## src/rtl/sdram_arbit.sv

```systemverilog
// Central SDRAM scheduler: shares the SDRAM pins between the init, refresh, write and
// read engines, runs the refresh interval timer and issues one-cycle grants.
module sdram_arbit #(
    parameter int AREF_PERIOD = 1500,
    parameter int CNT_W       = 11
) (
    input  logic        s_clk,
    input  logic        s_rst,
    input  logic        init_end,
    input  logic [3:0]  init_cmd,
    input  logic [11:0] init_addr,
    output logic        aref_req,
    output logic        aref_en,
    input  logic        aref_end,
    input  logic [3:0]  aref_cmd,
    input  logic [11:0] aref_addr,
    input  logic        wr_req,
    output logic        wr_en,
    input  logic        wr_end,
    input  logic [3:0]  wr_cmd,
    input  logic [11:0] wr_addr,
    input  logic [1:0]  wr_bank,
    input  logic [15:0] wr_data,
    input  logic        rd_req,
    output logic        rd_en,
    input  logic        rd_end,
    input  logic [3:0]  rd_cmd,
    input  logic [11:0] rd_addr,
    input  logic [1:0]  rd_bank,
    output logic        sdram_cke,
    output logic [3:0]  sdram_cmd,
    output logic [1:0]  sdram_bank,
    output logic [11:0] sdram_addr,
    output logic [15:0] sdram_dq_out,
    output logic        sdram_dq_oe,
    output logic        aref_miss
);

    typedef enum logic [4:0] {
        ST_INIT  = 5'b00001,
        ST_ARBIT = 5'b00010,
        ST_AREF  = 5'b00100,
        ST_WRITE = 5'b01000,
        ST_READ  = 5'b10000
    } state_t;

    localparam logic [3:0]       CMD_NOP  = 4'b0111;
    localparam logic [CNT_W-1:0] CNT_LAST = CNT_W'(AREF_PERIOD - 1);

    state_t           state_q, state_d;
    logic [CNT_W-1:0] cnt_q, cnt_d;
    logic             aref_req_q, aref_req_d;
    logic             aref_en_q, aref_en_d;
    logic             wr_en_q, wr_en_d;
    logic             rd_en_q, rd_en_d;
    logic             aref_miss_q, aref_miss_d;
    logic             cke_q;
    logic             timer_expire;

    always_ff @(posedge s_clk or posedge s_rst) begin
        if (s_rst) begin
            state_q     <= ST_INIT;
            cnt_q       <= '0;
            aref_req_q  <= 1'b0;
            aref_en_q   <= 1'b0;
            wr_en_q     <= 1'b0;
            rd_en_q     <= 1'b0;
            aref_miss_q <= 1'b0;
            cke_q       <= 1'b0;
        end else begin
            state_q     <= state_d;
            cnt_q       <= cnt_d;
            aref_req_q  <= aref_req_d;
            aref_en_q   <= aref_en_d;
            wr_en_q     <= wr_en_d;
            rd_en_q     <= rd_en_d;
            aref_miss_q <= aref_miss_d;
            cke_q       <= 1'b1;
        end
    end

    // Ownership FSM; the grant is registered so it lines up with the first owned cycle.
    always_comb begin
        state_d   = state_q;
        aref_en_d = 1'b0;
        wr_en_d   = 1'b0;
        rd_en_d   = 1'b0;
        case (state_q)
            ST_INIT: begin
                if (init_end) state_d = ST_ARBIT;
            end
            ST_ARBIT: begin
                if (aref_req_q) begin
                    state_d   = ST_AREF;
                    aref_en_d = 1'b1;
                end else if (wr_req) begin
                    state_d = ST_WRITE;
                    wr_en_d = 1'b1;
                end else if (rd_req) begin
                    state_d = ST_READ;
                    rd_en_d = 1'b1;
                end
            end
            ST_AREF: begin
                if (aref_end) state_d = ST_ARBIT;
            end
            ST_WRITE: begin
                if (wr_end) state_d = ST_ARBIT;
            end
            ST_READ: begin
                if (rd_end) state_d = ST_ARBIT;
            end
            default: state_d = ST_INIT;
        endcase
    end

    // Refresh timer; a new expiry beats the grant clearing the pending flag.
    always_comb begin
        timer_expire = (state_q != ST_INIT) && (cnt_q == CNT_LAST);
        cnt_d        = cnt_q + CNT_W'(1);
        if (state_q == ST_INIT || timer_expire) cnt_d = '0;
        aref_req_d = aref_req_q;
        if (timer_expire)   aref_req_d = 1'b1;
        else if (aref_en_d) aref_req_d = 1'b0;
        aref_miss_d = timer_expire && aref_req_q;
    end

    // Pins are forced to NOP until the first clock after reset release.
    always_comb begin
        sdram_cmd    = CMD_NOP;
        sdram_bank   = 2'b00;
        sdram_addr   = 12'd0;
        sdram_dq_out = 16'd0;
        sdram_dq_oe  = 1'b0;
        if (cke_q) begin
            case (state_q)
                ST_INIT: begin
                    sdram_cmd  = init_cmd;
                    sdram_addr = init_addr;
                end
                ST_AREF: begin
                    sdram_cmd  = aref_cmd;
                    sdram_addr = aref_addr;
                end
                ST_WRITE: begin
                    sdram_cmd    = wr_cmd;
                    sdram_addr   = wr_addr;
                    sdram_bank   = wr_bank;
                    sdram_dq_out = wr_data;
                    sdram_dq_oe  = 1'b1;
                end
                ST_READ: begin
                    sdram_cmd  = rd_cmd;
                    sdram_addr = rd_addr;
                    sdram_bank = rd_bank;
                end
                default: begin
                    sdram_cmd = CMD_NOP;
                end
            endcase
        end
    end

    assign sdram_cke = cke_q;
    assign aref_req  = aref_req_q;
    assign aref_en   = aref_en_q;
    assign wr_en     = wr_en_q;
    assign rd_en     = rd_en_q;
    assign aref_miss = aref_miss_q;

endmodule

```

## config.mk

```make
export PLATFORM = sky130hd
export DESIGN_NAME = sdram_arbit
export DESIGN_NICKNAME = d
export VERILOG_FILES = /design/src/rtl/sdram_arbit.sv
export SDC_FILE = /design/constraint.sdc
export NUM_CORES = 1
export LEC_CHECK = 0
export BUFFER_PORTS_ARGS = -buffer_cell sky130_fd_sc_hd__clkbuf_2
export CORE_MARGIN = 4
export CORE_UTILIZATION = 36
export DETAILED_ROUTE_END_ITERATION = 16
export HOLD_SLACK_MARGIN = 0.08
export PLACE_DENSITY = 0.78
export SLEW_MARGIN = 25
export SYNTH_ARGS = -nofsm -noshare
export SYNTH_HDL_FRONTEND = slang
export SYNTH_SLANG_ARGS = --single-unit
```

## constraint.sdc

```tcl
create_clock -name s_clk -period 1.75 [get_ports s_clk]
set_input_delay 0.0875 -clock s_clk [delete_from_list [all_inputs] [get_ports s_clk]]
set_output_delay 0.0875 -clock s_clk [all_outputs]
set_load 0.05 [all_outputs]
```

==> results of run 1 <==
## worst min path at each step
stage / from / to / slack [ns] / depth (start not counted)
5_1_grt: rd_req / rd_en / 0.15 / 2
3_3_place_gp: s_rst / rd_en / 0.11 / 3
2_1_floorplan: s_rst / aref_en / 0.08 / 1
4_1_cts: rd_req / rd_en / 0.13 / 2
6_report: rd_req / rd_en / 0.14 / 2
3_5_place_dp: s_rst / cnt_q[3] / 0.12 / 3
## what timing repair did
item / in CTS / in global routing
cloned: 6 / 2
hold buffers: 6 / 0
setup buffers: 5 / 0
endpoints found under the hold margin: 26 / 0
gates resized for setup: 116 / 41
endpoints found under the setup margin: 35 / 46
pin swaps: 4 / 10
## final cells by class
cell class | instances | share of cell area (%)
clock buffers | 4 | 1.279
inverters | 3 | 0.3197
multi-input cells | 144 | 36.45
flip-flops and latches | 22 | 15.74
well taps | 52 | 1.847
repair buffers | 171 | 44.37
## power breakdown
group          internal (W)  total (W)  switching (W)
Sequential         0.000593   0.000668      0.0000750
Combinational      0.000978    0.00221        0.00123
Clock              0.000162   0.000324       0.000162
## metrics by stage
step	utilization, %	power, W	setup TNS, ns	hold slack, ns	cell area, µm²
after floorplan	-	0.001870	-1.828	0.07598	1797
after global placement	59.98	0.002294	-2.592	0.1131	2648
after detailed placement	59.98	0.002337	-4.343	0.1165	2648
after CTS	76.90	0.002952	-8.424	0.1334	3395
after global routing	79.79	0.003338	-11.91	0.1454	3522
final	79.79	0.003205	-10.42	0.1409	3522
## Yosys cell counts (2+ instances only)
master	instances
a21oi_1	3
nor2b_1	3
nand2_1	6
nor3_1	6
nand3_1	5
dfrtp_1	21
buf_6	3
nor3b_4	2
xnor2_1	7
and3_1	2
o22ai_1	3
nand3b_1	6
a22oi_1	34
buf_2	6
xor2_1	3
inv_1	3
o21bai_1	2
nor2_1	16
and2_1	17
a21oi_2	10
## logic make-up after synthesis
kind of cell | count (synthesis) | share of synthesized area [%]
flip-flops | 22 | 33.26
adder cells (fa/ha/maj) | 1 | 0.7540
other | 1 | 0.2260
buffers and inverters | 15 | 6.410
AND/OR/NAND/NOR | 75 | 28.28
XOR/XNOR | 10 | 5.279
AO/OA/AOI/OAI | 56 | 25.79
## placed cells by master, fill, tap and decap left out, drive strengths merged
master       synthesis  layout
nor4b                2       2
dlygate4sd3          0       6
and3                 2       2
o22ai                3       3
o31ai                1       1
or3b                 1       1
clkbuf               1     110
o21bai               2       2
xnor2                7       7
or4b                 1       1
a22oi               34      34
nor2b                3       3
nor4                 1       1
nor3b                3       3
dfrtp               21      21
nand3                5       5
a21oi               13      13
or3                  1       1
ha                   1       1
or2                  1       1
a221oi               1       1
nand3b               6       6
inv                  3       3
o21ai                1       1
nand2                7       8
and2                17      17
and2b                1       1
conb                 1       1
nor2                16      16
or4                  1       1
xor2                 3       3
buf                 11      59
nor3                 6       6
or2b                 1       1
dfstp                1       1
o2bb2ai              1       1
## worst reg2reg max path, delay by kind of cell, from the launching register on
kind,cells,cell delay (ns)
compound gates,2,0.36
flops,1,0.57
simple gates,2,0.66
## registers in the layout, summed over array words and instances, names as in the netlist
| signal | flops |
|---|---|
| sdram_cke | 1 |
| aref_miss | 1 |
| state_q | 5 |
| aref_en | 1 |
| cnt_q | 11 |
| wr_en | 1 |
| aref_req | 1 |
| rd_en | 1 |
## metal layers
metal	vias up	GRT usage, %	share of wire [%]
li1	993	-	-
met1	1058	28.10	34
met2	162	44.68	53
met3	32	4.749	8.7
met4	0	10.68	4.1
met5	-	0	0
==> results.ini, run 1 <==
[status]
status=finished with violations
violations=negative setup slack

[cts]
clk_latency_ns=0.26
clockBufferDepth=2
htreeDepth=1
cts_tree=done
clkSinkCount=22
numCtsBuffers=3
clk_pin_slew_ns=0.08
root_buffer=clkbuf_8

[critical_path]
critPathArrivalTime_ns=2.14
crit_path_end_kind=output port
crit_buf_inv=2
cp-start-kind=register
rr_startpoint=state_q[0]
critPathLaunch=state_q[0]
crit_end=sdram_cmd[2]
path_max_fanout=6
cpMaxStageDelayCell=dfstp_2
crit_chain=nor4b_4 > a221oi_2 > or3b_4 > buf_12 > nand3b_1 > clkbuf_8
criticalPathCategory=reg -> out
worstPathRequired_ns=1.66
rr_endpoint=state_q[1]
cp_top_family=simple AND/OR/NAND/NOR gates
path_depth=6
rrSetupSlack_ns=0.05
ff2ff_path_depth=4
slowest_delay_ns=0.57

[logic_synthesis]
synthTopCellsByArea=dfrtp_1 (32%), a22oi_1 (15%), and2_1 (6.4%)
synthCells=180
synth_cell_types=42
synth_area_leader_cell=dfrtp_1
yosysSeqAreaShare_pct=33.26
synth_area_mm2=0.001659
syn_area_per_cell_um2=9.217
ys_ff_latch=22
synth_nets=273
ys.flop_type=dfrtp_1
synth.top_cell.area_share_pct=31.67
synth-edff-count=0
ys_warn_count=0
async_flop_share_pct=100.0

[place]
gp_congestion=0.8205
dpl_worst_slack_ns=-0.2252
io_buffers=132
dpl.hpwl_um=4658
dp_cells=373

[layout]
instances_no_fill=396
n_antenna_cell=0
area_growth_pct=112.3
drive_gt1_share_pct=67.73
multiInputGateArea_mm2=0.001284
fill_cells=245
seqCellArea_um2=554.3
nets=438

[route]
post_drt_via_cell_ratio=5.669
vias=2245
first_pass_iters=5
ant_nets=0
first_iter_violations=225
routed_wl_um=8180
wire_per_inst_um=20.66
drcViolationCount=0

[global_routing]
grt_pass1_wl_um=10670
grt_max_degree=23
grtUsageTotal_pct=24.75
grt_pass1_vias=2300
gr-total-overflow=0
antenna_found_initial=0

[pwr]
power_leakage_nw=1.556
power.density_mw_per_mm2=910.0
irDropWorstVdd_mv=0.7948

[floorplan]
coreArea_mm2=0.004414
dieWidth_um=75.89
ioPinCount=133
die_area_mm2=0.005759
initial_core_util_pct=37.59
fp-row-count=24
die_h_um=75.89

[flow_run]
maxCapViolCount=0

[sta]
worst_slack_ns=-0.4777
fin_crit_sh_pct=127.3
rsz0062_at_grt=true
finalWorstPathRequiredPeriod_ns=2.228
setup_viol=35
clock.fmax_mhz=448.9
slew_violations=0
finClkSkew_ns=0.005824
hold_viol_final=0

[min_path]
min_path_type=in -> reg

(Power assumes the default switching activity.)
==> run 2: changes to the inputs <==
Settings changed: CORE_UTILIZATION 36 to 37, CTS_BUF_LIST set to sky130_fd_sc_hd__clkbuf_4, PLACE_DENSITY 0.78 to 0.8.
==> run 2 against run 1 <==
Sequential share of layout area increased by 0.59 points; largest power group unchanged; the run still ends with negative setup slack left; combinational power decreased by 2%; sequential cell count unchanged; fmax decreased by 2.3%; largest cell class unchanged; critical path type unchanged; critical path depth unchanged.
==> results.ini, run 2 (synthesis gave the netlist of run 1 again) <==
[status]
status=finished with violations
violations=negative setup slack

[layout]
seqCellArea_um2=554.3  ; unchanged
top_regs=cnt_q: 11 flops, state_q: 5 flops
nets=433  ; -1.1%
layout_common_cells=clkbuf_2 (97), a22oi_1 (30), dfrtp_1 (19)
instances_no_fill=391  ; -1.3%
final_common_cell=clkbuf_2
drive_gt1_share_pct=63.42  ; -4.3 points
largest_register=cnt_q
multiInputGateArea_mm2=0.001241  ; -3.3%
largest_reg_flops=11  ; unchanged
fill_cells=257  ; +4.9%
n_antenna_cell=0  ; unchanged
area_growth_pct=104.6

[cts]
clk_latency_ns=0.32  ; +0.06 ns
clockBufferDepth=2  ; unchanged
root_buffer=clkbuf_4
numCtsBuffers=3  ; unchanged
htreeDepth=1  ; unchanged
clk_pin_slew_ns=0.13  ; +0.05 ns
clkSinkCount=22  ; unchanged
cts_tree=done

[route]
vias=2093  ; -6.8%
first_pass_iters=4  ; -1
drcViolationCount=0  ; unchanged
ant_nets=0  ; unchanged
routed_wl_um=6825  ; -17%
wire_per_inst_um=17.46  ; -15%
post_drt_via_cell_ratio=5.353  ; -5.6%
first_iter_violations=153  ; -32%

[global_routing]
busiest_layer=met2
gr-usage-met3_pct=4.673  ; -0.076 points
grt_pass1_wl_um=10030  ; -6.0%
antenna_found_initial=0  ; unchanged
grt_use_met2_pct=42.84  ; -1.8 points
use_met1_pct=28.69  ; +0.59 points
grt_pass1_vias=2134  ; -7.2%
grtUsageTotal_pct=23.66  ; -1.1 points
grt_max_degree=23  ; unchanged
gr-total-overflow=0  ; unchanged

[pwr]
power_leakage_nw=1.510  ; -3.0%
irDropWorstVdd_mv=0.6714  ; -16%
power.density_mw_per_mm2=909.6  ; about the same

[sta]
whs_ns=0.3072  ; +0.1663 ns
worst_slack_ns=-0.5306  ; -0.05291 ns
slew_violations=0  ; unchanged
setup_viol=35  ; unchanged
fin_crit_sh_pct=130.3  ; +3.0 points
rsz0062_at_grt=true
finalWorstPathRequiredPeriod_ns=2.281  ; +0.05291 ns
clock.fmax_mhz=438.5  ; -2.3%
hold_viol_final=0  ; unchanged
finClkSkew_ns=0.01631  ; +0.01049 ns

[floorplan]
fp-row-count=24  ; unchanged
dieWidth_um=74.96  ; -1.2%
die_h_um=74.96  ; -1.2%
coreArea_mm2=0.004354  ; -1.4%
initial_core_util_pct=38.10  ; +0.52 points
ioPinCount=133  ; unchanged
die_area_mm2=0.005619  ; -2.4%

[place]
io_buffers=132  ; unchanged
dp_cells=370  ; -0.80%
gp_congestion=0.8232  ; +0.33%
dpl.hpwl_um=4413  ; -5.3%

[critical_path]
worstPathRequired_ns=1.66  ; about the same
ff2ff_path_depth=5  ; +1
critPathArrivalTime_ns=2.19  ; +0.05 ns
cp-start-kind=register
crit_path_end_kind=output port
path_max_fanout=8  ; +2
criticalPathCategory=reg -> out

[flow_run]
maxCapViolCount=0  ; unchanged

[min_path]
min_path_type=in -> async

[run 2: routing by layer]
layer,wire [µm],vias to the layer above,share of wire [%]
li1,-,987,-
met4,51,0,0.75
met3,662,6,9.7
met2,3595,132,53
met1,2515,968,37
met5,0,-,0
[run 2: path summary, 6_finish.rpt]
path,startpoint,end,slack (ns)
worst min register to register,cnt_q[0],cnt_q[0],0.54
worst max-delay path,state_q[0],sdram_cmd[2],-0.53
worst max register to register,state_q[0],state_q[1],0.06
min in group s_clk,init_end,state_q[0],0.53
max in group asynchronous,s_rst,state_q[0],1.15
worst min-delay path,s_rst,cnt_q[5],0.31
[run 2: repair_timing]
item | in CTS | in global routing
setup buffers | 4 | 1
resized for setup | 108 | 20
cloned | 5 | 1
hold endpoints to repair | 28 | 0
hold buffers | 7 | 0
endpoints found under the setup margin | 35 | 46
pin swaps | 14 | 4
[run 2: metrics by stage]
stage                     util, %  instance area, µm²  TNS (ns)  total power [W]  setup WS, ns
after floorplan                 -                1797    -1.828         0.001870       -0.1386
after global placement      60.98                2655    -3.475         0.002337       -0.1588
after detailed placement    60.98                2655    -4.996         0.002380       -0.2096
after CTS                   77.27                3364    -10.65         0.002970       -0.5316
after global routing        77.96                3395    -13.96         0.003241       -0.5967
final                       77.96                3395    -11.26         0.003088       -0.5306
[run 2: area by class of cell]
| cell class | count | share of cell area [%] |
|---|---|---|
| Tap cell | 52 | 1.917 |
| Sequential cell | 22 | 16.33 |
| Clock buffer | 4 | 0.8846 |
| Inverter | 3 | 0.3317 |
| Timing Repair Buffer | 164 | 43.97 |
| Multi-Input combinational cell | 146 | 36.56 |
[run 2: power breakdown]
part	switching, W	leakage, nW	internal [W]
sequential	0.0000729	0.293	0.000593
clock	0.000155	0.0184	0.000105
combinational	0.00118	1.20	0.000985
[run 2: worst max-delay path, stage by stage, from the launching register on]
cell and delay [ns]:
dfstp_2 0.57, nor4b_4 0.24, a221oi_2 0.07, or3b_4 0.43
buf_12 0.17, nand3b_1 0.21, buf_12 0.18
